## src/rtl/sb_tx_pkg.sv

```systemverilog
// ============================================================================
// Module  : sb_tx_pkg
// Brief   : Shared state, grant encodings and gap counter width for SB TX.
// Revision: 1.0 - initial release
// ============================================================================
`default_nettype none

package sb_tx_pkg;

   localparam int GAP_CNT_W = 4;

   localparam logic [2:0] S_IDLE      = 3'd0;
   localparam logic [2:0] S_SEND_PAT  = 3'd1;
   localparam logic [2:0] S_SEND_HDR  = 3'd2;
   localparam logic [2:0] S_SEND_DATA = 3'd3;
   localparam logic [2:0] S_GAP       = 3'd4;

   localparam logic [1:0] GNT_NONE = 2'd0;
   localparam logic [1:0] GNT_PAT  = 2'd1;
   localparam logic [1:0] GNT_LTSM = 2'd2;
   localparam logic [1:0] GNT_RDI  = 2'd3;

   // Maps the one-hot round-robin grant (bit0 LTSM, bit1 RDI) to the owner code.
   function automatic logic [1:0] msg_grant(input logic [1:0] rr_gnt);
      return rr_gnt[1] ? GNT_RDI : GNT_LTSM;
   endfunction

endpackage

`default_nettype wire

```

## src/rtl/sb_rr_arb2.sv

```systemverilog
// ============================================================================
// Module  : sb_rr_arb2
// Brief   : Two-requester round-robin arbiter; pointer moves only on advance.
// Revision: 1.0 - initial release
// ============================================================================
`default_nettype none

module sb_rr_arb2 (
   input  logic       i_clk,
   input  logic       i_rst,
   input  logic [1:0] i_req,
   input  logic       i_advance,
   output logic [1:0] o_gnt
);

   // 0 favours requester 0, 1 favours requester 1
   logic r_ptr;

   always_comb begin
      o_gnt = 2'b00;
      if (r_ptr == 1'b0) begin
         if (i_req[0])      o_gnt = 2'b01;
         else if (i_req[1]) o_gnt = 2'b10;
      end else begin
         if (i_req[1])      o_gnt = 2'b10;
         else if (i_req[0]) o_gnt = 2'b01;
      end
   end

   always_ff @(posedge i_clk) begin
      if (i_rst) begin
         r_ptr <= 1'b0;
      end else if (i_advance && (o_gnt != 2'b00)) begin
         r_ptr <= o_gnt[0];
      end
   end

endmodule

`default_nettype wire

```

## src/rtl/sb_tx_arbiter.sv

```systemverilog
// ============================================================================
// Module  : sb_tx_arbiter
// Brief   : Shares the SB TX serializer between pattern, LTSM and RDI sources.
// Revision: 1.0 - initial release
// ============================================================================
`default_nettype none

module sb_tx_arbiter
   import sb_tx_pkg::*;
#(
   parameter int DW         = 64,
   parameter int GAP_CYCLES = 4
) (
   input  logic          i_clk,
   input  logic          i_rst,
   input  logic [DW-1:0] i_pat_data,
   input  logic          i_pat_valid,
   output logic          o_pat_ready,
   input  logic [DW-1:0] i_ltsm_hdr,
   input  logic [DW-1:0] i_ltsm_data,
   input  logic          i_ltsm_has_data,
   input  logic          i_ltsm_valid,
   output logic          o_ltsm_ack,
   input  logic [DW-1:0] i_rdi_hdr,
   input  logic [DW-1:0] i_rdi_data,
   input  logic          i_rdi_has_data,
   input  logic          i_rdi_valid,
   output logic          o_rdi_ack,
   output logic [DW-1:0] o_ser_data,
   output logic          o_ser_valid,
   input  logic          i_ser_ready,
   output logic          o_busy,
   output logic [1:0]    o_grant
);

   localparam logic [GAP_CNT_W-1:0] c_gap_load =
      (GAP_CYCLES > 0) ? GAP_CNT_W'(GAP_CYCLES - 1) : '0;

   logic [2:0]           r_state;
   logic [DW-1:0]        r_ser_data;
   logic                 r_ser_valid;
   logic [1:0]           r_grant;
   logic [DW-1:0]        r_data;
   logic                 r_has_data;
   logic [GAP_CNT_W-1:0] r_gap_cnt;
   logic                 r_pat_ready;
   logic                 r_ltsm_ack;
   logic                 r_rdi_ack;

   logic [1:0]           w_rr_gnt;
   logic                 w_rr_adv;
   logic                 w_xfer;
   logic                 w_msg_last;

   assign w_xfer     = r_ser_valid & i_ser_ready;
   assign w_msg_last = w_xfer & (((r_state == S_SEND_HDR) & ~r_has_data) |
                                 (r_state == S_SEND_DATA));
   // Pattern words pre-empt message arbitration, so the pointer only moves on a message grant.
   assign w_rr_adv   = (r_state == S_IDLE) & ~i_pat_valid;

   sb_rr_arb2 u_rr (
      .i_clk     (i_clk),
      .i_rst     (i_rst),
      .i_req     ({i_rdi_valid, i_ltsm_valid}),
      .i_advance (w_rr_adv),
      .o_gnt     (w_rr_gnt)
   );

   always_ff @(posedge i_clk) begin
      if (i_rst) begin
         r_state     <= S_IDLE;
         r_ser_data  <= '0;
         r_ser_valid <= 1'b0;
         r_grant     <= GNT_NONE;
         r_data      <= '0;
         r_has_data  <= 1'b0;
         r_gap_cnt   <= '0;
         r_pat_ready <= 1'b0;
         r_ltsm_ack  <= 1'b0;
         r_rdi_ack   <= 1'b0;
      end else begin
         r_pat_ready <= 1'b0;
         r_ltsm_ack  <= 1'b0;
         r_rdi_ack   <= 1'b0;
         if (w_msg_last) begin
            r_ltsm_ack  <= (r_grant == GNT_LTSM);
            r_rdi_ack   <= (r_grant == GNT_RDI);
            r_ser_valid <= 1'b0;
            if (GAP_CYCLES == 0) begin
               r_state <= S_IDLE;
               r_grant <= GNT_NONE;
            end else begin
               r_state   <= S_GAP;
               r_gap_cnt <= c_gap_load;
            end
         end else begin
            case (r_state)
               S_IDLE: begin
                  if (i_pat_valid) begin
                     r_ser_data  <= i_pat_data;
                     r_ser_valid <= 1'b1;
                     r_grant     <= GNT_PAT;
                     r_state     <= S_SEND_PAT;
                  end else if (w_rr_gnt != 2'b00) begin
                     r_ser_data  <= w_rr_gnt[1] ? i_rdi_hdr      : i_ltsm_hdr;
                     r_data      <= w_rr_gnt[1] ? i_rdi_data     : i_ltsm_data;
                     r_has_data  <= w_rr_gnt[1] ? i_rdi_has_data : i_ltsm_has_data;
                     r_ser_valid <= 1'b1;
                     r_grant     <= msg_grant(w_rr_gnt);
                     r_state     <= S_SEND_HDR;
                  end
               end
               S_SEND_PAT: begin
                  if (w_xfer) begin
                     r_pat_ready <= 1'b1;
                     r_ser_valid <= 1'b0;
                     r_grant     <= GNT_NONE;
                     r_state     <= S_IDLE;
                  end
               end
               S_SEND_HDR: begin
                  if (w_xfer) begin
                     r_ser_data <= r_data;
                     r_state    <= S_SEND_DATA;
                  end
               end
               S_SEND_DATA: begin
               end
               S_GAP: begin
                  if (r_gap_cnt == '0) begin
                     r_state <= S_IDLE;
                     r_grant <= GNT_NONE;
                  end else begin
                     r_gap_cnt <= r_gap_cnt - 1'b1;
                  end
               end
               default: begin
                  r_state     <= S_IDLE;
                  r_ser_valid <= 1'b0;
                  r_grant     <= GNT_NONE;
               end
            endcase
         end
      end
   end

   assign o_ser_data  = r_ser_data;
   assign o_ser_valid = r_ser_valid;
   assign o_grant     = r_grant;
   assign o_pat_ready = r_pat_ready;
   assign o_ltsm_ack  = r_ltsm_ack;
   assign o_rdi_ack   = r_rdi_ack;
   assign o_busy      = (r_state != S_IDLE);

endmodule

`default_nettype wire
```

## config.mk

```make
export PLATFORM = sky130hd
export DESIGN_NAME = sb_tx_arbiter
export DESIGN_NICKNAME = d
export VERILOG_FILES = /design/src/rtl/sb_tx_pkg.sv /design/src/rtl/sb_rr_arb2.sv /design/src/rtl/sb_tx_arbiter.sv
export SDC_FILE = /design/constraint.sdc
export NUM_CORES = 1
export LEC_CHECK = 0
export ABC_AREA = 1
export CAP_MARGIN = 20
export CORE_ASPECT_RATIO = 0.6
export CORE_MARGIN = 2
export CORE_UTILIZATION = 47
export CTS_CLUSTER_SIZE = 28
export DETAILED_ROUTE_END_ITERATION = 7
export PLACE_DENSITY = 0.95
export SLEW_MARGIN = 20
export SYNTH_ARGS = -nofsm -noshare
export SYNTH_HDL_FRONTEND = slang
export SYNTH_SLANG_ARGS = --single-unit
```

## constraint.sdc

```tcl
create_clock -name i_clk -period 3.6 [get_ports i_clk]
set_input_delay 0.72 -clock i_clk [delete_from_list [all_inputs] [get_ports i_clk]]
set_output_delay 0.72 -clock i_clk [all_outputs]
set_load 0.02 [all_outputs]
```

==> results.json <==
{
  "synth_warnings": 0,
  "cp.arrival_ns": 2.79,
  "finalSetupTns_ns": 0,
  "path_class": "input pin to register",
  "setup_viol_count_final": 0,
  "outcome": "completed",
  "std_cell_rows": 39,
  "worst_r2r_endpoint": "o_ser_data[1]",
  "pwr-share-clk": 0.199,
  "syn-num-nets": 1878,
  "startpoint_type": "input pin",
  "skew_ns": 0.0167,
  "drive_gt1_frac": 0.0735,
  "die_x_um": 185,
  "leakage_nw": 6.61,
  "drt_iter0_markers": 994,
  "ys.flop_type": "dfxtp_1",
  "clk_path_buf_depth": 2,
  "fmax_ghz": 0.402,
  "ctsHoldBuffers": 0,
  "num-fill-cells": 1560,
  "switchingPower_mw": 3.78,
  "hold_start": "r_data[58]",
  "syn_area_sq_um": 9260,
  "fin_util": 0.719,
  "async_flop_share": 0,
  "drt_pass1_iterations": 5,
  "track_usage": 0.322,
  "holdPathStages": 2,
  "grt_pass1_wl_mm": 53.0,
  "port_buffers": 398,
  "cts-root-buf": "clkbuf_16",
  "path_max_fanout": 57,
  "nNetsFinal": 2206,
  "final_cell_mix": "nand2_1 (513), clkdlybuf4s50_1 (396), inv_1 (264), dfxtp_1 (143), nand3_1 (128)",
  "critical-path-slowest-cell": "buf_4",
  "ant_nets": 0,
  "numCtsBuffers": 17,
  "antenna_found_initial": 0,
  "cts.htree.levels": 4,
  "core-area_sq_um": 19200,
  "p_sw_frac": 0.436,
  "vias_per_cell": 5.09,
  "synth_edf_count": 0,
  "maxSlewViolCount": 0,
  "report.final.hold_viol_count": 0,
  "hold_path.class": "register to register",
  "critPathRequiredTime_ns": 3.91,
  "cp_num_buf_inv": 2,
  "ir_drop_mv": 0.525,
  "path_cells": "clkdlybuf4s50_1 > nand2_2 > nand3b_1 > nor2_4 > buf_4 > nor2_1 > nand2_1 > nand2_1 > nand2_1 > nor2_1",
  "grt_pass1_vias": 10498,
  "max-slew-margin-rel": 0.306,
  "reg2reg_setup_slack_ns": 1.52,
  "cts_sinks": 143,
  "synth.avg_cell_area_sq_um": 5.98,
  "power_density_nw_per_um2": 628,
  "worstReg2RegStart": "r_state[1]",
  "placed_area_sq_um": 13200,
  "cp_top_family": "simple AND/OR/NAND/NOR gates",
  "grt_max_degree": 77,
  "crit_top_cell": "nand2_1",
  "wl_per_cell_um": 15.9,
  "power.internal_mw": 4.88,
  "place_congestion": 0.910,
  "postCtsSetupBuffers": 0,
  "antenna_cells": 0,
  "netlist_instances": 1549,
  "drc_errors": 0,
  "ys_seq_area_frac": 0.309,
  "vias": 10977,
  "reg2reg_depth": 7,
  "ys_ff_latch": 143,
  "pwr-share-seq": 0.283,
  "drv_cap": 0,
  "place_hpwl_mm": 24.4,
  "cts_tree": "done",
  "path_clk_slew_ns": 0.08,
  "final_common_cell": "nand2_1",
  "clock_latency_ns": 0.42,
  "fin_crit_sh": 0.691,
  "fin_area_sq_um": 13800,
  "slowest_delay_ns": 0.52,
  "end_kind": "register",
  "dieArea_sq_um": 20900,
  "pin_count": 399,
  "rsz0062_at_grt": "false",
  "min_to": "r_data[58]",
  "period_minus_slack_ns": 2.49,
  "ctsResizeCount": 0,
  "wirelength_mm": 34.3,
  "combPwrFrac": 0.519,
  "areaGrowthSynthToFinish_pct": 48.9,
  "synth.distinct_cells": 27,
  "tightest_slew_ns": 1.04,
  "initial_core_util": 0.483,
  "total_power_mw": 8.66,
  "die_h_um": 113,
  "grt-ovfl-total": 0
}
worst max-delay path by stage:
stage | endpoint | cells after the start | start
finish | o_grant[0] | 10 | i_rdi_valid
global route | o_grant[0] | 10 | i_rdi_valid
CTS | o_grant[0] | 10 | i_rdi_valid
detailed placement | o_grant[0] | 10 | i_rdi_valid
global placement | o_grant[0] | 10 | i_rdi_valid
floorplan | o_ser_data[25] | 8 | i_rdi_valid
final cells by class:
type	count	area (sq um)	share of cell area
clock buffer	17	425	0.0309
clock inverter	15	144	0.0104
inverter	270	1010	0.0735
multi-input combinational	1029	4850	0.352
sequential	143	2860	0.208
tap	266	333	0.0241
timing repair buffer	416	4160	0.302
per-layer routing:
| metal | share of wire | up-vias | track usage |
|---|---|---|---|
| li1 | - | 5430 | - |
| met1 | 0.42 | 4970 | 0.398 |
| met2 | 0.48 | 515 | 0.569 |
| met3 | 0.079 | 62 | 0.0560 |
| met4 | 0.025 | 0 | 0.106 |
| met5 | 0 | - | 0 |
through the flow:
| stage | hold WS [ns] | std cells | setup slack [ns] |
|---|---|---|---|
| after floorplan | 0.425 | 1549 | 1.77 |
| after global placement | 0.436 | 2124 | 0.789 |
| after detailed placement | 0.439 | 2124 | 0.682 |
| after CTS | 0.449 | 2156 | 1.13 |
| after global routing | 0.471 | 2156 | 0.994 |
| final | 0.453 | 2156 | 1.11 |
power groups by stage:
stage / combinational, mW / clock, mW / sequential, mW
after floorplan: 2.38 / 0 / 2.85
after global placement: 4.32 / 0 / 2.44
after detailed placement: 4.46 / 0 / 2.47
after CTS: 4.47 / 1.72 / 2.44
after global routing: 4.88 / 1.80 / 2.50
final: 4.49 / 1.72 / 2.45
state kept, by name (all words and copies together) (netlist names):
name and cells:
o_ser_valid 1, o_ltsm_ack 1, o_grant 2, u_rr.r_ptr 1, r_gap_cnt 4, r_state 3
r_has_data 1, o_rdi_ack 1, o_ser_data 64, o_pat_ready 1, r_data 64
cells in the mapped netlist (2+ instances only):
cell type,n,area [sq um]
a21oi_2,20,175
nand2_2,2,12.5
nand3_2,51,510
nand3_1,128,641
dfxtp_1,143,2860
buf_12,4,80.1
o21ai_1,75,375
buf_4,5,37.5
clkbuf_1,52,195
nor2_2,3,18.8
inv_2,6,22.5
nand2_1,517,1940
inv_1,264,991
nor2_1,36,135
nor3_1,3,15.0
a21oi_1,104,521
buf_1,8,30.0
o21ai_0,85,425
buf_2,34,170
buf_8,2,30.0
worst register-to-register path: stages, from the launching register on:
cell,delay [ns]
dfxtp_1,0.35
inv_2,0.08
nor2_2,0.20
nand2_2,0.08
inv_2,0.74
nand2_1,0.25
nand3_1,0.15
a21oi_1,0.07
logic make-up after synthesis:
kind of cell / Yosys count / share of synthesized area
buffers and inverters: 377 / 0.170
flip-flops: 143 / 0.309
AND/OR/NAND/NOR: 744 / 0.358
adder cells (fa/ha/maj): 1 / 0.00135
AO/OA/AOI/OAI: 284 / 0.162
Note: power is estimated with default switching activity, not from simulation.
==> RTL edit 1 (config.mk and constraints unchanged) <==
Set the package constant `GAP_CNT_W` to 6 (it was 4).
--- a/src/rtl/sb_tx_pkg.sv
+++ b/src/rtl/sb_tx_pkg.sv
@@ -9,3 +9,3 @@
 
-   localparam int GAP_CNT_W = 4;
+   localparam int GAP_CNT_W = 6;
 
Formal check against the unedited RTL: no difference found for any inputs over 4 cycles, from zero or initial values and one cycle with i_rst high; that may be too few to reach the edited logic, so the function may still have changed.
==> RTL edit 1 against the original RTL <==
Worst setup slack lost 0.088 ns. Synthesized area is 0.51% higher. Hold slack better by 0.017 ns. Highest routed layer unchanged. Final area about the same. Sequential share of layout area increased by 0.27 points. First-iteration DRC count fell by 9.4%. Critical path type is now flop to output pin. Sequential cell count grew 2. Total power is 2.9% higher. Final cell count decreased by 1.3%. Die area up 0.50%. Register-to-register slack worse by 0.06 ns. Routed wire length down 3.4%. Global-route usage down 1.9 points.
==> RTL edit 1: results <==
group,metric,value,unit
global_routing,met1_usage,35.22,%
cells_and_area,multi_input_cells,1054,
sta,slew_headroom,46.20,%
cells_and_area,clkbuf_count,18,
detailed_routing,drtIter0Drc,901,
placement,dpl_cell_area,13210,um^2
yosys,synthTopCellsByArea,"dfxtp_1 (31%), nand2_1 (20%), inv_1 (8.6%), nand3_1 (7.4%), nand3b_1 (5.1%)",
power,p_leak,6.368,nW
cells_and_area,fin_cells,2128,
setup_path,r2r_setup_slack,1.46,ns
global_routing,antenna_found_initial,1,
sta,fin_skew,0.01765,ns
cells_and_area,final-clk-cell-share,4.244,%
yosys,synth_fp_nets,1859,
cells_and_area,buffers,413,
run_status,status,"completed",
placement,dp_hpwl,22.91,mm
setup_path,critical_path.endpoint,"o_busy",
yosys,syn_area_per_cell,6.087,um^2
setup_path,arrival,1.85,ns
detailed_routing,dr_total_vias,11090,
die,core_area,19230,um^2
power,ir_drop,0.4036,mV
cells_and_area,bufAreaShareNonClock,30.38,%
setup_path,critPathLaunch,"r_state[0]",
placement,place_congestion,0.8625,
global_routing,grt_util_met2,53.83,%
global_routing,grt_first_pass_wirelength,51.03,mm
yosys,yosysSeqAreaShare,31.19,%
cells_and_area,multi_input_area_share,35.99,%
setup_path,worstSetupPathType,"flop to output pin",
setup_path,worstReg2RegEnd,"o_ser_data[34]",
global_routing,grt_max_degree,131,
-- RTL edit 1: power groups by stage --
stage | logic, mW | clock network [mW] | registers [mW]
after floorplan | 2.95 | 0 | 2.74
after global placement | 4.52 | 0 | 2.43
after detailed placement | 4.66 | 0 | 2.45
after CTS | 4.69 | 1.80 | 2.42
after global routing | 5.19 | 1.87 | 2.48
final | 4.70 | 1.78 | 2.43
-- RTL edit 1: cell families (layout without fill, tap and decap cells) --
group           after synthesis  after routing  share of synthesized area [%]
simple gates                835            835                          40.16
compound gates              214            214                          12.38
fa+ha+maj                     2              2                         0.2688
other cells                   0              1                              0
buf+inv                     330            662                          15.72
flops                       145            145                          31.19
xor+xnor                      3              3                         0.2824
-- RTL edit 1: critical path: stages, from the launching register on --
cell and delay, ns:
dfxtp_1 0.37, inv_2 0.13, nand2_2 0.09, nor2_1 0.24, inv_1 0.07, clkdlybuf4s50_1 0.54
-- RTL edit 1: worst min-delay path by stage --
stage,end,cells past startpoint,from
final,r_gap_cnt[0],2,r_gap_cnt[0]
after global routing,r_gap_cnt[0],2,r_gap_cnt[0]
after CTS,r_gap_cnt[0],2,r_gap_cnt[0]
after detailed placement,r_gap_cnt[0],2,r_gap_cnt[0]
after floorplan,r_gap_cnt[0],2,r_gap_cnt[0]
after global placement,r_gap_cnt[0],2,r_gap_cnt[0]
-- RTL edit 1: routing by layer --
metal	up-vias	part of all wire, %
li1	5420	-
met2	502	49
met5	-	0
met3	95	8.7
met1	5070	39
met4	0	4.1
-- RTL edit 1: stage by stage --
step / setup WS (ns) / power, mW
final: 1.025 / 8.911
after global routing: 0.9933 / 9.543
after CTS: 1.049 / 8.912
after detailed placement: 0.7719 / 7.114
after global placement: 0.8784 / 6.944
after floorplan: 1.836 / 5.692
==> RTL edit 2 (config.mk and constraints unchanged) <==
Made on the original files. Reset style: asynchronous (`i_rst`), changed in 2 clocked blocks.
--- a/src/rtl/sb_rr_arb2.sv
+++ b/src/rtl/sb_rr_arb2.sv
@@ -29,3 +29,3 @@
 
-   always_ff @(posedge i_clk) begin
+   always_ff @(posedge i_clk or posedge i_rst) begin
       if (i_rst) begin
--- a/src/rtl/sb_tx_arbiter.sv
+++ b/src/rtl/sb_tx_arbiter.sv
@@ -68,3 +68,3 @@
 
-   always_ff @(posedge i_clk) begin
+   always_ff @(posedge i_clk or posedge i_rst) begin
       if (i_rst) begin
Formal check against the unedited RTL: differs if i_rst is asserted again (counterexample within 4 cycles, from zero or initial values and one cycle with i_rst high); with i_rst held inactive, the same outputs for 4 cycles.
==> RTL edit 2 against the original RTL <==
Sequential power grew 17%. Final area shrank 3.8%. Critical endpoint is now o_busy. Highest routed layer is now met5. Routed wire length is 7.4% lower. Fmax down 1.3%. Synthesized area fell by 6.0%. Die area fell by 5.8%. Largest cell class unchanged. Largest power group unchanged. Worst setup slack lost 0.032 ns. Combinational power increased by 4%. Utilization grew 1.3 points. Clock power shrank 6%. Global-route usage down 0.78 points. Sequential cell count stayed put. Clock skew is essentially flat. Total power is 5.9% higher.
==> RTL edit 2: results <==
group,metric,value,unit
detailed_routing,post_drt_via_cell_ratio,5.267,
global_routing,antenna_found_initial,1,
yosys,yosysSeqAreaShare,41.12,%
setup_path,worst_r2r_path_depth,8,
cells_and_area,drive_gt1_share,7.806,%
detailed_routing,dr_total_vias,9839,
worst_hold_path,hold_end,"o_ser_data[36]",
clocking,clk_path_buf_depth,2,
setup_path,critPathLaunch,"r_state[2]",
sta,fin_hold_ws,0.4775,ns
placement,dp_slack,0.7831,ns
setup_path,crit_fanout,6,
global_routing,grt_max_degree,144,
placement,dp_cells,1835,
yosys,synth.distinct_cells,30,
setup_path,arrival,1.80,ns
placement,port_buffers,398,
yosys,synth_fp_nets,1604,
run_status,status,"completed",
yosys,syn_area_per_cell,6.831,um^2
placement,place_congestion,0.8967,
setup_path,critical_path.endpoint,"o_busy",
detailed_routing,drtIter0Drc,950,
power,p_leak,6.207,nW
global_routing,grt_first_pass_wirelength,48.84,mm
detailed_routing,dr.pass1.iters,6,
sta,tightest_slew,1.030,ns
yosys,synthArstFlopShare,100.0,%
setup_path,worstReg2RegEnd,"o_ser_data[42]",
placement,dp_hpwl,22.30,mm
global_routing,grt.total_usage,31.38,%
yosys,synthTopCellsByArea,"dfrtp_1 (41%), nand2_1 (20%), nand3_1 (7.8%), or2_2 (4.7%), o21ai_0 (4.2%)",
placement,dpl_cell_area,12720,um^2
sta,fin_ws,1.081,ns
detailed_routing,drt-total-wl,31.73,mm
setup_path,crit_family,"buffers and inverters",
setup_path,regToRegStartpoint,"r_state[0]",
power,p_sw,3.995,mW
setup_path,cp_slowest_cell,"clkdlybuf4s50_1",
clocking,clk_pin_slew_worst_paths,0.06,ns
setup_path,worstSetupPathType,"flop to output pin",
worst_hold_path,holdCritStartpoint,"o_ser_data[36]",
setup_path,cp_slowest_stage_delay,0.64,ns
cells_and_area,final_nets,1944,
yosys,yosys-top-cells-count,"nand2_1 (457), dfrtp_1 (143), nand3_1 (135)",
sta,fin_skew,0.01642,ns
global_routing,grt_pass1_vias,9419,
power,ir_drop,0.4417,mV
-- RTL edit 2: changes by cell type in the layout (fill, tap and decap cells not counted), moves of 8 or more --
cell	before	now
nand3b_1	1	37
a21oi_1	104	40
a21oi_2	20	0
or2_2	0	65
nand3_2	51	1
o21ai_0	85	73
o21ai_1	75	67
dfxtp_1	143	0
nor2_1	36	61
nand2_1	513	455
inv_1	264	82
dfrtp_1	0	143
-- RTL edit 2: area by class of cell --
| type | instances | area (um^2) |
|---|---|---|
| Antenna cell | 1 | 2.502 |
| Clock buffer | 19 | 432.9 |
| Clock inverter | 13 | 106.4 |
| Fill cell | 1373 | 4852 |
| Inverter | 88 | 334.1 |
| Multi-Input combinational cell | 954 | 4394 |
| Sequential cell | 143 | 3578 |
| Tap cell | 240 | 300.3 |
| Timing Repair Buffer | 410 | 4114 |
-- RTL edit 2: power groups by stage --
stage          Combinational (mW)  Sequential (mW)  Clock [mW]
2_1_floorplan                2.41             3.22           0
3_3_place_gp                 4.48             2.82           0
3_5_place_dp                 4.65             2.85           0
4_1_cts                      4.67             2.84        1.65
5_1_grt                      5.14             2.94        1.73
6_report                     4.69             2.86        1.62
-- RTL edit 2: cells by family after synthesis --
family | Yosys count | synth area share [%]
AND/OR/NAND/NOR | 769 | 39.24
buffers and inverters | 177 | 8.713
flip-flops | 143 | 41.12
AO/OA/AOI/OAI | 182 | 10.54
XOR/XNOR | 1 | 0.1007
adder cells (fa/ha/maj) | 2 | 0.2875
-- RTL edit 2: routing by layer --
metal  GRT usage, %  vias to the layer above  share of wire [%]
li1               -                     4725                  -
met1          40.73                     4573                 42
met2          52.38                      467                 48
met3          6.459                       72                7.5
met4          12.20                        2                2.9
met5              0                        -              0.035
